--- src/rtl/tdc_phase_quantizer.sv ---
// Time-to-digital phase quantizer for a ring-oscillator DPLL.
// Each enabled FREF edge snapshots the oscillator tap vector and its Gray-coded
// cycle counter. On the following edge the snapshot is turned into an absolute
// phase {binary count, fractional tap position}. The phase advance since the
// last accepted snapshot is also produced. A snapshot with more than one edge
// in the tap vector is a metastability bubble: it is flagged and otherwise
// ignored.
//
// state | meaning
// ------+-----------------------------------------------------------------
// IDLE  | quantizer off; outputs hold, no strobes
// PRIME | waiting for a first good snapshot to seed the phase reference
// RUN   | every good snapshot updates phase_out/dphase and pulses valid

module tdc_phase_quantizer #(
  parameter  int N_PH   = 32,
  parameter  int CNT_W  = 8,
  localparam int FRAC_W = $clog2(2 * N_PH),
  localparam int PH_W   = CNT_W + FRAC_W
) (
  input  logic              clk,
  input  logic              rst_n,
  input  logic              en,
  input  logic [N_PH-1:0]   osc_phases,
  input  logic [CNT_W-1:0]  osc_cnt_gray,
  output logic [PH_W-1:0]   phase_out,
  output logic [PH_W-1:0]   dphase,
  output logic              valid,
  output logic              bubble_err
);

  localparam int RL_W = FRAC_W - 1;

  typedef enum logic [1:0] {
    IDLE  = 2'd0,
    PRIME = 2'd1,
    RUN   = 2'd2
  } state_t;

  state_t             state;
  logic [N_PH-1:0]    s;
  logic [CNT_W-1:0]   g;
  logic [PH_W-1:0]    prev_ph;

  logic [FRAC_W-1:0]  trans;
  logic [RL_W-1:0]    run_len;
  logic               found;
  logic               bubble;
  logic [CNT_W-1:0]   cnt_bin;
  logic [FRAC_W-1:0]  frac;
  logic [PH_W-1:0]    ph;

  // Stage 1: capture the asynchronous oscillator state while enabled.
  always_ff @(posedge clk or negedge rst_n) begin
    if (!rst_n) begin
      s <= '0;
      g <= '0;
    end else if (en) begin
      s <= osc_phases;
      g <= osc_cnt_gray;
    end
  end

  // Stage 2 decode: bubble detection, run length from tap 0, Gray-to-binary.
  always_comb begin
    trans   = '0;
    run_len = '0;
    found   = 1'b0;
    cnt_bin = '0;
    for (int i = 1; i < N_PH; i++) begin
      if (s[i] != s[i-1]) trans = trans + FRAC_W'(1);
    end
    // No edge at all means the run wraps the whole ring, i.e. position 0.
    for (int i = 1; i < N_PH; i++) begin
      if (!found && (s[i] != s[0])) begin
        run_len = RL_W'(i);
        found   = 1'b1;
      end
    end
    cnt_bin[CNT_W-1] = g[CNT_W-1];
    for (int i = CNT_W - 2; i >= 0; i--) begin
      cnt_bin[i] = cnt_bin[i+1] ^ g[i];
    end
  end

  assign bubble = (trans > FRAC_W'(1));
  // A low tap 0 means the wave is in its second half-period: offset by N_PH.
  assign frac   = {~s[0], run_len};
  assign ph     = {cnt_bin, frac};

  // Sequencing FSM with registered outputs; en low always forces IDLE.
  always_ff @(posedge clk or negedge rst_n) begin
    if (!rst_n) begin
      state      <= IDLE;
      prev_ph    <= '0;
      phase_out  <= '0;
      dphase     <= '0;
      valid      <= 1'b0;
      bubble_err <= 1'b0;
    end else begin
      valid      <= 1'b0;
      bubble_err <= 1'b0;
      if (!en) begin
        state <= IDLE;
      end else begin
        case (state)
          IDLE: state <= PRIME;
          PRIME: begin
            if (bubble) begin
              bubble_err <= 1'b1;
            end else begin
              prev_ph   <= ph;
              phase_out <= ph;
              state     <= RUN;
            end
          end
          RUN: begin
            if (bubble) begin
              bubble_err <= 1'b1;
            end else begin
              phase_out <= ph;
              dphase    <= ph - prev_ph;
              prev_ph   <= ph;
              valid     <= 1'b1;
            end
          end
          default: state <= IDLE;
        endcase
      end
    end
  end

endmodule

--- config.mk ---
export PLATFORM = sky130hd
export DESIGN_NAME = tdc_phase_quantizer
export DESIGN_NICKNAME = d
export VERILOG_FILES = /design/src/rtl/tdc_phase_quantizer.sv
export SDC_FILE = /design/constraint.sdc
export NUM_CORES = 1
export LEC_CHECK = 0
export ABC_AREA = 1
export CORE_ASPECT_RATIO = 0.5
export CORE_MARGIN = 2
export CORE_UTILIZATION = 35
export CTS_BUF_LIST = sky130_fd_sc_hd__clkbuf_4 sky130_fd_sc_hd__clkbuf_8 sky130_fd_sc_hd__clkbuf_16
export DETAILED_ROUTE_END_ITERATION = 10
export PLACE_DENSITY_LB_ADDON = 0.12
export SLEW_MARGIN = 20
export SYNTH_ARGS = -nofsm -noshare
export SYNTH_HDL_FRONTEND = slang
export SYNTH_SLANG_ARGS = --single-unit
--- constraint.sdc ---
create_clock -name clk -period 21.8 [get_ports clk]
set_input_delay 4.36 -clock clk [delete_from_list [all_inputs] [get_ports clk]]
set_output_delay 4.36 -clock clk [all_outputs]
set_load 0.005 [all_outputs]
==> impl_metrics.tcl <==
set metrics [dict create \
    utilization 0.409 \
    setup_viol 0 \
    die_area_mm2 0.0268 \
    setup_slack_ns 6.45 \
    r2r-start "s[0]" \
    met3_length_um 706 \
    top_layer_used "met4" \
    fillers 2618 \
    maxSlewViolCount 0 \
    synth_seq_area_share 0.203 \
    slew_headroom 0.537 \
    io-pin-count 73 \
    ctsResizeCount 0 \
    hp-class "flop to flop" \
    crit_type "flop to flop" \
    cts.clk_slew.worst_paths_ns 0.07 \
    grt_usage 0.169 \
    tns_ns 0 \
    min_path_cells 2 \
    crit_path_end_kind "flop" \
    rsz0062_at_grt "false" \
    fmax_ghz 0.0651 \
    cts_setup_buffers 0 \
    synth-async-reset-ratio 1.00 \
    grt-ovfl-total 0 \
    postPlaceCellArea_mm2 0.00995 \
    grt_start_max_net_pins 73 \
    ys_types 57 \
    cp_slowest_cell "dfrtp_1" \
    finalNetCount 1507 \
    rrSetupSlack_ns 6.45 \
    initial_core_util 0.355 \
    place_ws_ns 6.44 \
    post_synth_most_frequent_cells "nand2_1, inv_1, nand3_1" \
    core_area_mm2 0.0251 \
    insertion_delay_ns 0.36 \
    wl_met1_mm 11.1 \
    routed_wl_mm 21.1 \
    cpPeakStageDelay_ns 0.74 \
    start_kind "flop" \
    core.rowCount 41 \
    synth_warnings 0 \
    outcome "completed" \
    synth_top_cell_by_area "dfrtp_1" \
    ctsHoldBuffers 0 \
    vias_per_cell 4.50 \
    period_needed_ns 15.35 \
    die_y_um 117 \
    drc 0 \
    clockBufferDepth 2 \
    holdPathEnd "dphase[11]" \
    required_ns 22.09 \
    ys.flop_type "dfrtp_1" \
    root_buffer "clkbuf_16" \
    r2r_end "prev_ph[1]" \
    area_growth_pct 15.3 \
    first_pass_iters 4 \
    cpLargestDelayFamily "simple AND/OR/NAND/NOR gates" \
    ys_seq_elements 72 \
    drive_above_1_share 0.157 \
    n_antenna_cell 0 \
    routedWlPerCell_um 11.9 \
    chipWidth_um 229 \
    synth-edff-count 0 \
    tritoncts "built" \
    routabilityCongestion 0.798 \
    grt_pass1_wl_mm 36.5 \
    max-cap-violations 0 \
    grt_pass1_vias 7596 \
    hp-start "dphase[11]" \
    synth_most_common_cell "nand2_1" \
    antenna_found_initial 0 \
    yosys.area.top_type_share 0.203 \
    synth.area.top_cells "dfrtp_1, nand2_1, inv_1" \
    reg2reg_depth 81 \
    syn_inst 1348 \
    syn_avg_cell_area_um2 6.60 \
    arrival_ns 15.64 \
    cts_buffers 9 \
    fin_area_mm2 0.0103 \
    ant_nets 0 \
    io_buffer_count 72 \
    synth_nets 1437 \
    vias 7945 \
    cts.sinks 72 \
    syn_area_mm2 0.00890 \
    hold_violations 0 \
    worst_clock_skew_ns 0.00811 \
    tightest_slew_ns 0.694 \
    drtIter0Drc 317 \
    period_share 0.704 \
    dpl.hpwl_mm 17.3 \
    crit_fanout 17 \
    htree_levels 3 \
    met2_length_mm 9.05 \
    cp.buffers_inverters 3 \
]
-- area by class of cell --
class,count,area (um^2),area share
clock buffers,10,233,0.0227
clock inverters,6,45.0,0.00439
multi-input cells,1034,6120,0.597
well taps,344,430,0.0420
repair buffers,74,748,0.0730
inverters,227,873,0.0852
flip-flops and latches,72,1800,0.176
-- routing by layer --
layer | GRT usage | up-vias
met5 | 0 | -
met4 | 0.0407 | 0
met3 | 0.0361 | 10
met2 | 0.278 | 61
met1 | 0.227 | 3456
li1 | - | 4418
-- sequential cells by signal, summed over array words and instances (netlist names) --
signal      count
bubble_err      1
dphase         14
g               8
prev_ph        14
s              32
state           2
valid           1
-- layout by cell type (no fill, tap or decap), drive strengths merged, types with 25 or more instances in the layout --
master           n
xor2            61
ha              45
nand2          426
mux2            25
a21oi           26
nand3          157
dfrtp           72
clkdlybuf4s50   70
inv            221
o21ai           79
nor2           116
-- per-stage QoR --
step                hold slack, ns  cells
finish                       0.497   1767
global route                 0.516   1767
detailed placement           0.473   1750
floorplan                    0.467   1348
global placement             0.474   1750
CTS                          0.499   1766
-- tightest hold or removal path, cell delays in order, from the launching register on --
cell	delay, ns
dfrtp_1	0.35
o21ai_1	0.07
nand2_1	0.05
-- kinds of logic (layout without fill, tap and decap cells) --
logic type	count (synthesis)	in the layout	share of synthesized area
fa+ha+maj	46	46	0.0655
simple gates	767	767	0.440
compound gates	125	125	0.0790
xor+xnor	70	70	0.0706
buf+inv	242	317	0.109
flops	72	72	0.203
mux	26	26	0.0328
-- worst max path at each step --
stage	startpoint	end	slack, ns	cells past startpoint
5_1_grt	s[0]	prev_ph[1]	5.20	83
2_1_floorplan	s[0]	prev_ph[12]	7.67	82
6_report	s[0]	prev_ph[1]	6.45	81
3_5_place_dp	s[0]	prev_ph[2]	6.44	81
4_1_cts	s[0]	prev_ph[2]	6.39	81
3_3_place_gp	s[0]	prev_ph[1]	6.85	81
Power is not shown: default switching activity piles up to over one toggle a cycle in this logic, so the estimate is an artifact.
